$ cat config.mk
export PLATFORM = sky130hd
export DESIGN_NAME = fifo_rd_ctrl
export DESIGN_NICKNAME = d
export VERILOG_FILES = /design/src/rtl/fifo_pkg.sv /design/src/rtl/ptr_sync.sv /design/src/rtl/fifo_rd_ctrl.sv
export SDC_FILE = /design/constraint.sdc
export NUM_CORES = 1
export LEC_CHECK = 0
export CAP_MARGIN = 10
export CORE_ASPECT_RATIO = 1.5
export CORE_MARGIN = 3
export CORE_UTILIZATION = 49
export CTS_CLUSTER_DIAMETER = 120
export DETAILED_ROUTE_END_ITERATION = 12
export PLACE_DENSITY = 0.75
export SYNTH_ARGS = -nofsm -noshare
export SYNTH_HDL_FRONTEND = slang
export SYNTH_SLANG_ARGS = --single-unit
$ cat constraint.sdc
create_clock -name clk -period 3.6 [get_ports clk]
set_input_delay 0.9 -clock clk [delete_from_list [all_inputs] [get_ports clk]]
set_output_delay 0.9 -clock clk [all_outputs]
set_load 0.05 [all_outputs]
$ cat src/rtl/fifo_pkg.sv
// Shared helpers for the async FIFO pointer logic: gray/binary conversion and pointer sizing.
// Combinational only; callers zero-extend into FUNC_W and truncate the result to their own width.
package fifo_pkg;

  localparam int FUNC_W          = 32;
  localparam int SYNC_STAGES_DEF = 2;

  function automatic int ptr_width(input int addr_width);
    return addr_width + 1;
  endfunction

  function automatic logic [FUNC_W-1:0] bin2gray(input logic [FUNC_W-1:0] b);
    return b ^ (b >> 1);
  endfunction

  // Zero upper bits of a zero-extended gray value decode to zero, so truncation is safe.
  function automatic logic [FUNC_W-1:0] gray2bin(input logic [FUNC_W-1:0] g);
    logic [FUNC_W-1:0] b;
    b[FUNC_W-1] = g[FUNC_W-1];
    for (int i = FUNC_W - 2; i >= 0; i--) begin
      b[i] = b[i+1] ^ g[i];
    end
    return b;
  endfunction

endpackage

$ cat src/rtl/ptr_sync.sv
// STAGES-deep flop chain that brings a foreign gray pointer into the local clock domain.
// Latency STAGES edges; no backpressure, samples every cycle; synchronous active-high reset clears all stages.
module ptr_sync #(
  parameter int WIDTH  = 5,
  parameter int STAGES = 2
) (
  input  logic             clk,
  input  logic             rst,
  input  logic [WIDTH-1:0] i_d,
  output logic [WIDTH-1:0] o_q
);

  logic [WIDTH-1:0] r_sync [STAGES];

  always_ff @(posedge clk) begin
    if (rst) begin
      for (int i = 0; i < STAGES; i++) begin
        r_sync[i] <= '0;
      end
    end else begin
      r_sync[0] <= i_d;
      for (int i = 1; i < STAGES; i++) begin
        r_sync[i] <= r_sync[i-1];
      end
    end
  end

  assign o_q = r_sync[STAGES-1];

endmodule

$ cat src/rtl/fifo_rd_ctrl.sv
// Read-side async FIFO controller: syncs the write gray pointer, owns the read pointer, flags and count.
// rd_en same-cycle as rd_req; write visibility SYNC_STAGES+1 edges; requests while empty are dropped silently.
module fifo_rd_ctrl
  import fifo_pkg::*;
#(
  parameter int ADDR_WIDTH  = 4,
  parameter int SYNC_STAGES = SYNC_STAGES_DEF
) (
  input  logic                  clk,
  input  logic                  rst,
  input  logic [ADDR_WIDTH:0]   wptr_g_async,
  input  logic                  rd_req,
  output logic                  rd_en,
  output logic [ADDR_WIDTH-1:0] rd_addr,
  output logic [ADDR_WIDTH:0]   rptr_g,
  output logic                  empty,
  output logic [ADDR_WIDTH:0]   rd_count,
  output logic                  ovf_err
);

  localparam int PW    = ptr_width(ADDR_WIDTH);
  localparam int DEPTH = 1 << ADDR_WIDTH;

  logic [PW-1:0] r_rptr_b;
  logic [PW-1:0] r_rptr_g;
  logic          r_empty;
  logic [PW-1:0] r_rd_count;
  logic          r_ovf_err;

  logic [PW-1:0] w_wptr_g_s;
  logic [PW-1:0] w_wptr_b_s;
  logic [PW-1:0] w_rptr_b_next;
  logic [PW-1:0] w_rptr_g_next;
  logic [PW-1:0] w_count_next;
  logic          w_rd_en;

  ptr_sync #(
    .WIDTH  (PW),
    .STAGES (SYNC_STAGES)
  ) u_wptr_sync (
    .clk (clk),
    .rst (rst),
    .i_d (wptr_g_async),
    .o_q (w_wptr_g_s)
  );

  assign w_wptr_b_s    = PW'(gray2bin(FUNC_W'(w_wptr_g_s)));
  assign w_rd_en       = rd_req & ~r_empty & ~rst;
  assign w_rptr_b_next = r_rptr_b + PW'(w_rd_en);
  assign w_rptr_g_next = PW'(bin2gray(FUNC_W'(w_rptr_b_next)));
  // Count uses the post-read pointer so a same-cycle read and write arrival cancel out.
  assign w_count_next  = w_wptr_b_s - w_rptr_b_next;

  always_ff @(posedge clk) begin
    if (rst) begin
      r_rptr_b   <= '0;
      r_rptr_g   <= '0;
      r_empty    <= 1'b1;
      r_rd_count <= '0;
      r_ovf_err  <= 1'b0;
    end else begin
      r_rptr_b   <= w_rptr_b_next;
      r_rptr_g   <= w_rptr_g_next;
      r_empty    <= (w_rptr_g_next == w_wptr_g_s);
      r_rd_count <= w_count_next;
      if (w_count_next > PW'(DEPTH)) begin
        r_ovf_err <= 1'b1;
      end
    end
  end

  assign rd_en    = w_rd_en;
  assign rd_addr  = r_rptr_b[ADDR_WIDTH-1:0];
  assign rptr_g   = r_rptr_g;
  assign empty    = r_empty;
  assign rd_count = r_rd_count;
  assign ovf_err  = r_ovf_err;

endmodule
==> results of run 1 <==
[power groups by stage]
stage	registers (µW)	clock network, µW	logic, µW
4_1_cts	317	148	197
3_3_place_gp	323	0	193
5_1_grt	320	162	212
3_5_place_dp	324	0	196
6_report	317	145	195
2_1_floorplan	372	0	94.4
[final timing paths]
| path | cells past startpoint | startpoint | slack, ps | endpoint |
|---|---|---|---|---|
| setup reg to reg | 11 | u_wptr_sync.r_sync[0][9] | 890 | ovf_err |
| hold reg to reg | 1 | u_wptr_sync.r_sync[0][1] | 460 | u_wptr_sync.r_sync[0][6] |
| setup / recovery | 11 | rst | 340 | ovf_err |
| hold / removal | 1 | u_wptr_sync.r_sync[0][1] | 460 | u_wptr_sync.r_sync[0][6] |
[cells in the final DEF (no fill, tap or decap), types with 2 or more instances in the layout]
cell,n
clkbuf_4,3
ha_1,3
dfxtp_1,26
xnor2_2,3
nor3b_1,2
nor2_1,13
xor2_1,7
ha_2,2
nand3_1,2
nand2b_1,2
inv_1,5
xnor2_1,9
buf_4,4
clkdlybuf4s50_1,23
nor2b_1,14
nand2_1,4
[registers in the layout, summed over array words and instances, names as in the netlist]
signal,flops
u_wptr_sync.r_sync,10
r_rptr_b,5
rd_count,5
rptr_g,4
empty,1
ovf_err,1
[worst max-delay path: cells and delay by family]
kind,cells,cell delay [ps]
AOI/OAI and AO/OA,3,440
adders and majority gates,2,640
xor gates and xnor gates,1,170
buffers and inverters,1,480
and+or+nand+nor,4,820
[final cells by class]
class                   count  area [µm²]  area share
flip-flops and latches     26       520.5      0.3325
multi-input cells          81       680.7      0.4349
inverters                   5       18.77     0.01199
clock buffers               4       36.28     0.02318
well taps                  23       28.78     0.01839
repair buffers             28       280.3      0.1791
[kinds of logic (layout without fill, tap and decap cells)]
kind of cell	count (synthesis)	count (layout)	share of synthesized area
AND/OR/NAND/NOR	41	41	0.1832
flip-flops	26	26	0.4430
adder cells (fa/ha/maj)	6	6	0.06390
XOR/XNOR	21	21	0.1821
buffers and inverters	8	37	0.02556
AO/OA/AOI/OAI	11	11	0.08094
multiplexers	2	2	0.02130
[stage by stage]
step	power (µW)	worst slack, ps	cell area [µm²]
3_3_place_gp	515.5	122.9	1529
2_1_floorplan	465.9	40.31	1262
4_1_cts	663.2	347.7	1565
6_report	657.3	337.9	1565
5_1_grt	694.0	90.10	1565
3_5_place_dp	520.3	8.629	1529
[metal layers]
metal | wire length (µm) | share of wire
met4 | 69 | 0.031
met3 | 75 | 0.034
met1 | 884 | 0.40
met5 | 0 | 0
met2 | 1181 | 0.53
[cells in the mapped netlist]
cell type  count  area (µm²)
a2111oi_0      1       8.760
a21o_1         1       7.510
a21oi_1        2       10.01
a311oi_2       1       15.01
a31o_2         1       8.760
clkbuf_1       3       11.26
dfxtp_1       26       520.5
ha_1           6       75.07
inv_1          5       18.77
mux2_4         1       15.01
mux2i_1        1       10.01
nand2_1        4       15.01
nand2b_1       2       12.51
nand3_1        2       10.01
nand4_1        1       6.260
nor2_1        13       48.80
nor2b_1       14       87.58
nor3_1         1       5.000
nor3b_1        3       22.52
o2111a_1       1       11.26
o21ai_0        1       5.000
o21bai_1       1       7.510
o311ai_0       1       8.760
o31ai_2        1       12.51
or2b_1         1       7.510
xnor2_1       10       87.58
xnor2_2        2       32.53
xor2_1         8       70.07
xor3_1         1       23.77
==> insert_results.sql, run 1 <==
INSERT INTO impl_metrics (metric_group, metric, value, unit) VALUES
('worst_setup_path', 'critPathArrivalTime', '3460', 'ps'),
('synthesis', 'ys_types', '29', ''),
('worst_setup_path', 'crit_path_start_kind', 'primary input', ''),
('drt', 'vias_after_detailed_routing', '860', ''),
('worst_setup_path', 'critical-path-slowest-cell', 'clkdlybuf4s50_1', ''),
('cells_and_area', 'finalNetCount', '159', ''),
('flow_run', 'maxCapViolCount', '0', ''),
('cells_and_area', 'synthToLayoutAreaGrowth', '33.23', '%'),
('clocking', 'cts-htree-levels', '1', ''),
('synthesis', 'ys_seq_area_frac', '0.4430', ''),
('power', 'power.switching', '205.1', 'µW'),
('sta', 'post-route-period-util', '0.9061', ''),
('sta', 'timing.final.crit_period', '3262', 'ps'),
('synthesis', 'syn_area_per_cell', '10.22', 'µm²'),
('power', 'seqPwrFrac', '0.483', ''),
('sta', 'report.final.setup_viol', '0', ''),
('drt', 'drtIter0Drc', '11', ''),
('global_route', 'grt_use_met2', '0.2897', ''),
('die', 'die_width', '45.98', 'µm'),
('power', 'p_comb_frac', '0.297', ''),
('place', 'portBuffers', '24', ''),
('power', 'powerDensity', '420.0', 'nW/µm²'),
('clocking', 'cts.clk_slew.worst_paths', '130', 'ps'),
('synthesis', 'syn_inst', '115', ''),
('worst_setup_path', 'crit_path_end_kind', 'flop', ''),
('worst_setup_path', 'critPathRequiredTime', '3800', 'ps'),
('drt', 'ant_nets', '0', ''),
('min_path', 'holdCritPathClass', 'reg2reg', ''),
('global_route', 'wire_length_of_the_first_global_routing_pass', '3850', 'µm'),
('die', 'core_region_area', '2260', 'µm²'),
('worst_setup_path', 'critical_path.max_fanout', '7', ''),
('sta', 'worst_clock_skew', '1.672', 'ps'),
('run_status', 'run_status', 'finished, final reports clean', ''),
('worst_setup_path', 'crit_path_kind', 'in2reg', ''),
('clocking', 'clk-insertion-delay-late', '310', 'ps'),
('global_route', 'grt_use_met1', '0.2068', ''),
('sta', 'rsz0062_at_grt', 'no', ''),
('clocking', 'cts_root_buf', 'clkbuf_4', ''),
('drt', 'routed_wl', '2211', 'µm'),
('global_route', 'globalRoute.totalOverflow', '0', ''),
('power', 'internal-power', '452.2', 'µW'),
('drt', 'drc_errors_left', '0', ''),
('sta', 'finalHoldViolations', '0', ''),
('place', 'gp_congestion', '0.7902', ''),
('power', 'cellLeakagePower', '0.0006223', 'µW'),
('clocking', 'cts-resized-gates', '0', ''),
('global_route', 'grt_usage', '0.1734', ''),
('global_route', 'global_route.usage.met3', '0.02452', ''),
('clocking', 'cts_max_path_buffers', '2', ''),
('sta', 'relative_max_transition_margin', '0.6694', ''),
('sta', 'timing.hold.ws', '455.7', 'ps'),
('synthesis', 'synth-warning-count', '0', ''),
('cells_and_area', 'finish.utilization', '0.6927', ''),
('sta', 'final_layout_setup_total_negative_slack', '0', 'ps'),
('global_route', 'grt_start_max_net_pins', '27', ''),
('clocking', 'cts-buffers-inserted', '3', ''),
('drt', 'drt-vias-per-instance', '5.150', ''),
('global_route', 'antenna_found_initial', '0', ''),
('worst_setup_path', 'slowest_delay', '480', 'ps'),
('synthesis', 'synth_fp_nets', '129', ''),
('power', 'power_switching_share', '0.3120', ''),
('die', 'die-area', '3033', 'µm²'),
('clocking', 'tritoncts', 'yes', ''),
('power', 'power.share.clock', '0.220', ''),
('synthesis', 'post_synth_instance_area', '1175', 'µm²'),
('die', 'initial_core_util', '0.5199', ''),
('sta', 'fmax', '306.5', 'MHz'),
('global_route', 'first_global_vias', '862', ''),
('clocking', 'cts.sink_count', '26', ''),
('clocking', 'cts.hold.buffers_added', '0', ''),
('clocking', 'cts.repair_timing.setup_buffer_count', '0', '');
No activity file was read; power rests on OpenSTA's default activity.
==> inputs of run 2 (changes only) <==
--- a/config.mk
+++ b/config.mk
@@ -14,4 +14,5 @@
 export PLACE_DENSITY = 0.75
 export SYNTH_ARGS = -nofsm -noshare
 export SYNTH_HDL_FRONTEND = slang
+export SYNTH_HIERARCHICAL = 1
 export SYNTH_SLANG_ARGS = --single-unit
==> insert_results.sql, run 2 <==
INSERT INTO impl_metrics (metric_group, metric, value, unit) VALUES
('global_route', 'wire_length_of_the_first_global_routing_pass', '3560', 'µm'),
('cells_and_area', 'num-fill-cells', '180', ''),
('min_path', 'holdCritPathClass', 'reg2reg', ''),
('clocking', 'cts.sink_count', '26', ''),
('synthesis', 'syn_inst', '120', ''),
('cells_and_area', 'largest_register_ffs', '10', ''),
('global_route', 'grt_usage', '0.1584', ''),
('sta', 'slew_viol_final', '0', ''),
('worst_setup_path', 'worst_path_dominant_cell_family', 'adder cells', ''),
('synthesis', 'post_synth_instance_area', '1209', 'µm²'),
('clocking', 'cts.clk_slew.worst_paths', '130', 'ps'),
('clocking', 'cts-htree-levels', '1', ''),
('synthesis', 'synth_top_cell_area_share', '0.4306', ''),
('clocking', 'clk-insertion-delay-late', '310', 'ps'),
('place', 'portBuffers', '24', ''),
('sta', 'fmax', '303.9', 'MHz'),
('worst_setup_path', 'crit_path_start_kind', 'primary input', ''),
('synthesis', 'syn_area_per_cell', '10.07', 'µm²'),
('synthesis', 'ys_types', '30', ''),
('clocking', 'cts_max_path_buffers', '2', ''),
('sta', 'final_layout_setup_total_negative_slack', '0', 'ps'),
('place', 'pre_cts_slack', '-0.3226', 'ps'),
('cells_and_area', 'finalNetCount', '158', ''),
('drt', 'met3RoutedLength', '89', 'µm'),
('worst_setup_path', 'critPathRequiredTime', '3830', 'ps'),
('drt', 'drtIter0Drc', '21', ''),
('worst_setup_path', 'critical_path.max_fanout', '7', ''),
('worst_setup_path', 'critical-path-slowest-cell', 'clkdlybuf4s50_1', ''),
('run_status', 'run_status', 'finished, final reports clean', ''),
('clocking', 'cts.repair_timing.setup_buffer_count', '0', ''),
('synthesis', 'cell_taking_the_most_area_after_synthesis', 'dfxtp_1', ''),
('drt', 'met2WireLength', '1119', 'µm'),
('synthesis', 'synth_fp_nets', '134', ''),
('die', 'die_width', '46.55', 'µm'),
('synthesis', 'synth-async-reset-ratio', '0', ''),
('cells_and_area', 'mostFrequentLayoutCell', 'dfxtp_1', ''),
('drt', 'drc_errors_left', '0', ''),
('synthesis', 'synth-seq-cells', '26', ''),
('drt', 'top_signal_layer_used', 'met4', ''),
('sta', 'finalHoldViolations', '0', ''),
('drt', 'routed_wire_length_per_instance', '12.60', 'µm'),
('worst_setup_path', 'slowest_delay', '480', 'ps'),
('sta', 'timing.hold.ws', '456.5', 'ps'),
('sta', 'rsz0062_at_grt', 'no', ''),
('synthesis', 'ys_seq_area_frac', '0.4306', ''),
('worst_setup_path', 'cells_along_the_critical_path', 'clkdlybuf4s50_1 -> nor3b_4 -> ha_4 -> nand3_2 -> xor2_2 -> ha_1 -> inv_1 -> o31ai_2 -> mux2_1 -> a311oi_2', ''),
('drt', 'routed_wl', '2092', 'µm'),
('drt', 'dr.pass1.iters', '4', ''),
('die', 'die-area', '3111', 'µm²'),
('sta', 'post-route-period-util', '0.9141', ''),
('place', 'placed_area', '1536', 'µm²'),
('clocking', 'tritoncts', 'yes', ''),
('drt', 'wirelength_met1', '843', 'µm'),
('synthesis', 'synthTopCellsByArea', 'dfxtp_1, nor2b_1, xnor2_1, ha_1, xor2_1', ''),
('cells_and_area', 'postLayoutCellArea', '1573', 'µm²'),
('power', 'irDropWorstVdd', '0.2580', 'mV'),
('synthesis', 'synth-warning-count', '6', ''),
('drt', 'ant_nets', '0', ''),
('cells_and_area', 'layout.cells.most_common_list', 'dfxtp_1, clkdlybuf4s50_1, nor2b_1', ''),
('clocking', 'cts-resized-gates', '0', ''),
('sta', 'setup_ws', '309.3', 'ps'),
('clocking', 'cts.hold.buffers_added', '0', ''),
('global_route', 'first_global_vias', '825', ''),
('die', 'top_level_ports', '25', ''),
('die', 'fp-row-count', '21', ''),
('clocking', 'cts-buffers-inserted', '3', ''),
('flow_run', 'maxCapViolCount', '0', ''),
('synthesis', 'synth-edff-count', '0', ''),
('die', 'core_region_area', '2286', 'µm²'),
('synthesis', 'commonest_cells_post_synth', 'dfxtp_1, nor2b_1, nor2_1', ''),
('sta', 'worst_slew_pin_slew', '503.9', 'ps'),
('global_route', 'antenna_found_initial', '0', ''),
('sta', 'worst_clock_skew', '6.856', 'ps'),
('worst_setup_path', 'crit_path_kind', 'in2reg', ''),
('cells_and_area', 'drive_above_1_share', '0.1538', ''),
('power', 'powerDensity', '414.1', 'nW/µm²'),
('sta', 'relative_max_transition_margin', '0.6630', ''),
('drt', 'vias_after_detailed_routing', '863', ''),
('sta', 'report.final.setup_viol', '0', ''),
('global_route', 'grt_start_max_net_pins', '27', ''),
('sta', 'timing.final.crit_period', '3291', 'ps'),
('place', 'dp.cells', '162', ''),
('clocking', 'cts_root_buf', 'clkbuf_4', ''),
('power', 'cellLeakagePower', '0.0006139', 'µW'),
('place', 'detailed_place_hpwl', '1660', 'µm'),
('synthesis', 'synthMostInstantiatedCell', 'dfxtp_1', ''),
('cells_and_area', 'synthToLayoutAreaGrowth', '30.12', '%'),
('cells_and_area', 'final-seq-area', '520.5', 'µm²'),
('cells_and_area', 'regMostFlops', 'u_wptr_sync/r_sync', ''),
('worst_setup_path', 'timing.critical_path.buf_inv', '2', ''),
('cells_and_area', 'antenna_cells_inserted', '0', ''),
('global_route', 'globalRoute.totalOverflow', '0', ''),
('synthesis', 'synth-main-ff-cell', 'dfxtp_1', ''),
('worst_setup_path', 'crit_path_end_kind', 'flop', ''),
('die', 'floorplan.die.height', '66.83', 'µm'),
('place', 'gp_congestion', '0.9730', ''),
('drt', 'drt-vias-per-instance', '5.199', ''),
('die', 'initial_core_util', '0.5287', ''),
('worst_setup_path', 'critPathArrivalTime', '3520', 'ps'),
('cells_and_area', 'stdcell_count', '166', ''),
('cells_and_area', 'multi_input_area', '695.7', 'µm²');
==> run 2: report_power, final <==
part / internal [µW] / switching (µW)
Clock: 61.8 / 79.1
Sequential: 307 / 10.1
Combinational: 82.4 / 111
Total: 451 / 200
==> run 2: kinds of logic (layout without fill, tap and decap cells) <==
| logic type | count (synthesis) | after routing | synth area share |
|---|---|---|---|
| AO/OA/AOI/OAI | 11 | 11 | 0.07867 |
| buffers and inverters | 13 | 36 | 0.05590 |
| AND/OR/NAND/NOR | 41 | 41 | 0.1780 |
| XOR/XNOR | 21 | 21 | 0.1770 |
| adder cells (fa/ha/maj) | 6 | 6 | 0.06211 |
| flip-flops | 26 | 26 | 0.4306 |
| multiplexers | 2 | 2 | 0.01760 |
==> run 2: layout make-up <==
cell class                      instances  share of cell area
Multi-Input combinational cell         81              0.4423
Inverter                                5             0.01193
Sequential cell                        26              0.3309
Tap cell                               23             0.01830
Clock buffer                            4             0.02307
Timing Repair Buffer                   27              0.1734
==> run 2: final timing paths <==
| kind | from | endpoint | slack [ps] | depth (start not counted) |
|---|---|---|---|---|
| worst max register to register | u_wptr_sync/r_sync[0][9] | ovf_err | 870 | 11 |
| worst max-delay path | rst | ovf_err | 310 | 10 |
| worst min-delay path | u_wptr_sync/r_sync[0][3] | u_wptr_sync/r_sync[0][8] | 460 | 1 |
| worst min register to register | u_wptr_sync/r_sync[0][3] | u_wptr_sync/r_sync[0][8] | 460 | 1 |
==> run 2: per-layer routing <==
| metal | GRT usage | vias up |
|---|---|---|
| met5 | 0 | - |
| met4 | 0.07117 | 0 |
| met3 | 0.03514 | 6 |
| met2 | 0.2672 | 29 |
| met1 | 0.1821 | 395 |
| li1 | - | 433 |
==> run 2: per-stage QoR <==
stage,util,total power (µW)
5_1_grt,0.6880,687.7
6_report,0.6880,651.3
4_1_cts,0.6880,656.1
3_5_place_dp,0.6721,517.0
2_1_floorplan,-,464.5
3_3_place_gp,0.6721,513.4
==> inputs of run 3 (changes only) <==
--- a/config.mk
+++ b/config.mk
@@ -11,7 +11,7 @@
 export CORE_UTILIZATION = 49
 export CTS_CLUSTER_DIAMETER = 120
 export DETAILED_ROUTE_END_ITERATION = 12
-export PLACE_DENSITY = 0.75
+export PLACE_DENSITY_LB_ADDON = 0.08
 export SYNTH_ARGS = -nofsm -noshare
 export SYNTH_HDL_FRONTEND = slang
 export SYNTH_HIERARCHICAL = 1
==> insert_results.sql, run 3 (synthesized netlist as in run 2, its figures left out) <==
INSERT INTO impl_metrics (metric_group, metric, value, unit) VALUES
('run_status', 'run_status', 'finished, final reports clean', ''),
('worst_setup_path', 'rr_startpoint', 'u_wptr_sync/r_sync[0][9]', ''),
('worst_setup_path', 'crit_path_start_kind', 'primary input', ''),
('worst_setup_path', 'crit_path_kind', 'in2reg', ''),
('power', 'power.share.clock', '0.183', ''),
('clocking', 'cts_max_path_buffers', '2', ''),
('global_route', 'first_global_vias', '832', ''),
('worst_setup_path', 'timing.critical_path.from', 'rst', ''),
('worst_setup_path', 'critPathArrivalTime', '3480', 'ps'),
('global_route', 'grt_usage', '0.1521', ''),
('place', 'gp_congestion', '0.8953', ''),
('global_route', 'wire_length_of_the_first_global_routing_pass', '3415', 'µm'),
('place', 'placed_area', '1544', 'µm²'),
('cells_and_area', 'regMostFlops', 'u_wptr_sync/r_sync', ''),
('place', 'portBuffers', '24', ''),
('die', 'die_width', '46.55', 'µm'),
('sta', 'fmax', '307.6', 'MHz'),
('global_route', 'grt_use_met1', '0.1572', ''),
('drt', 'drt-vias-per-instance', '5.223', ''),
('cells_and_area', 'finish.utilization', '0.6853', ''),
('cells_and_area', 'antenna_cells_inserted', '0', ''),
('worst_setup_path', 'reg2reg_slack', '870', 'ps'),
('worst_setup_path', 'critical_path.max_fanout', '7', ''),
('power', 'cellLeakagePower', '0.0006121', 'µW'),
('global_route', 'globalRoute.totalOverflow', '0', ''),
('sta', 'worst_slew_pin_slew', '506.4', 'ps'),
('clocking', 'cts-buffers-inserted', '3', ''),
('cells_and_area', 'largest_register_ffs', '10', ''),
('worst_setup_path', 'r2r.worst_path.cells', '11', ''),
('sta', 'relative_max_transition_margin', '0.6613', ''),
('sta', 'slew_viol_final', '0', ''),
('sta', 'rsz0062_at_grt', 'no', ''),
('power', 'irDropWorstVdd', '0.2412', 'mV'),
('worst_setup_path', 'crit_path_end_kind', 'flop', ''),
('worst_setup_path', 'worstReg2RegEnd', 'ovf_err', ''),
('clocking', 'cts.hold.buffers_added', '0', ''),
('power', 'internal-power', '428.9', 'µW'),
('sta', 'final_layout_setup_total_negative_slack', '0', 'ps'),
('drt', 'drtIter0Drc', '17', ''),
('clocking', 'tritoncts', 'yes', ''),
('power', 'power_switching_share', '0.3135', ''),
('die', 'core_region_area', '2286', 'µm²'),
('die', 'top_level_ports', '25', ''),
('flow_run', 'maxCapViolCount', '0', ''),
('place', 'detailed_place_hpwl', '1629', 'µm'),
('sta', 'report.final.setup_viol', '0', ''),
('clocking', 'clk-insertion-delay-late', '310', 'ps'),
('die', 'floorplan.die.height', '66.83', 'µm'),
('sta', 'finalHoldViolations', '0', ''),
('worst_setup_path', 'critPathRequiredTime', '3830', 'ps'),
('cells_and_area', 'postLayoutCellArea', '1567', 'µm²'),
('die', 'fp-row-count', '21', ''),
('power', 'powerDensity', '398.8', 'nW/µm²'),
('clocking', 'cts.sink_count', '26', ''),
('clocking', 'cts-resized-gates', '0', ''),
('cells_and_area', 'drive_above_1_share', '0.1538', ''),
('sta', 'timing.final.crit_period', '3252', 'ps'),
('cells_and_area', 'layout.cells.most_common_list', 'dfxtp_1, clkdlybuf4s50_1, nor2b_1', ''),
('drt', 'vias_after_detailed_routing', '867', ''),
('drt', 'ant_nets', '0', ''),
('min_path', 'worstHoldPathCells', '1', ''),
('cells_and_area', 'num-fill-cells', '186', ''),
('cells_and_area', 'finalNetCount', '159', ''),
('drt', 'routed_wl', '2076', 'µm'),
('drt', 'routed_wire_length_per_instance', '12.51', 'µm'),
('sta', 'setup_ws', '348.5', 'ps'),
('clocking', 'cts_root_buf', 'clkbuf_4', ''),
('clocking', 'cts.clk_slew.worst_paths', '120', 'ps'),
('sta', 'post-route-period-util', '0.9032', ''),
('cells_and_area', 'synthToLayoutAreaGrowth', '29.61', '%'),
('die', 'die-area', '3111', 'µm²'),
('global_route', 'antenna_found_initial', '0', ''),
('power', 'post-layout-total-power', '624.7', 'µW'),
('cells_and_area', 'mostFrequentLayoutCell', 'dfxtp_1', ''),
('drt', 'drc_errors_left', '0', ''),
('global_route', 'gr-max-usage-layer', 'met2', ''),
('power', 'power.switching', '195.8', 'µW'),
('global_route', 'grt_use_met2', '0.2707', ''),
('min_path', 'holdCritPathClass', 'reg2reg', ''),
('power', 'seqPwrFrac', '0.506', ''),
('sta', 'worst_clock_skew', '1.064', 'ps'),
('global_route', 'global_route.usage.met3', '0.01892', ''),
('clocking', 'cts.repair_timing.setup_buffer_count', '0', ''),
('drt', 'dr.pass1.iters', '2', ''),
('place', 'pre_cts_slack', '3.229', 'ps'),
('worst_setup_path', 'critPathCapture', 'ovf_err', ''),
('global_route', 'grt_start_max_net_pins', '27', ''),
('power', 'p_comb_frac', '0.311', ''),
('die', 'initial_core_util', '0.5287', ''),
('clocking', 'cts-htree-levels', '1', '');
-- run 3: per-stage QoR --
| step | cells | hold WS [ps] |
|---|---|---|
| final | 166 | 450.1 |
| after CTS | 166 | 457.6 |
| after global routing | 166 | 464.8 |
| after detailed placement | 163 | 428.3 |
| after floorplan | 120 | 413.8 |
| after global placement | 163 | 417.3 |
-- run 3: area by class of cell --
class | count | area, µm² | area share
Multi-Input combinational cell | 81 | 695.7 | 0.4441
Tap cell | 23 | 28.78 | 0.01837
Inverter | 5 | 18.77 | 0.01198
Timing Repair Buffer | 28 | 280.3 | 0.1789
Clock buffer | 3 | 22.52 | 0.01438
Sequential cell | 26 | 520.5 | 0.3323
-- run 3: layer usage --
layer	up-vias	part of all wire
li1	432	-
met1	406	0.39
met2	22	0.53
met3	7	0.038
met4	0	0.040
met5	-	0
-- run 3: worst max-delay path: stages --
cell,delay [ps]
clkdlybuf4s50_1,480
nor3b_4,250
ha_4,190
nand3_2,100
xor2_2,170
ha_1,420
inv_1,110
o31ai_2,260
mux2_1,360
a311oi_2,230
-- run 3: worst min-delay path by stage --
stage,from,endpoint
finish,u_wptr_sync/r_sync[0][1],u_wptr_sync/r_sync[0][6]
CTS,u_wptr_sync/r_sync[0][1],u_wptr_sync/r_sync[0][6]
global placement,u_wptr_sync/r_sync[0][4],u_wptr_sync/r_sync[0][9]
global route,u_wptr_sync/r_sync[0][1],u_wptr_sync/r_sync[0][6]
detailed placement,u_wptr_sync/r_sync[0][1],u_wptr_sync/r_sync[0][6]
floorplan,u_wptr_sync/r_sync[0][0],u_wptr_sync/r_sync[0][5]
-- run 3: power groups by stage --
stage | sequential (µW) | combinational, µW | clock (µW)
6_report | 316 | 194 | 114
2_1_floorplan | 370 | 94.4 | 0
3_5_place_dp | 324 | 194 | 0
5_1_grt | 319 | 209 | 129
4_1_cts | 317 | 195 | 122
3_3_place_gp | 322 | 190 | 0
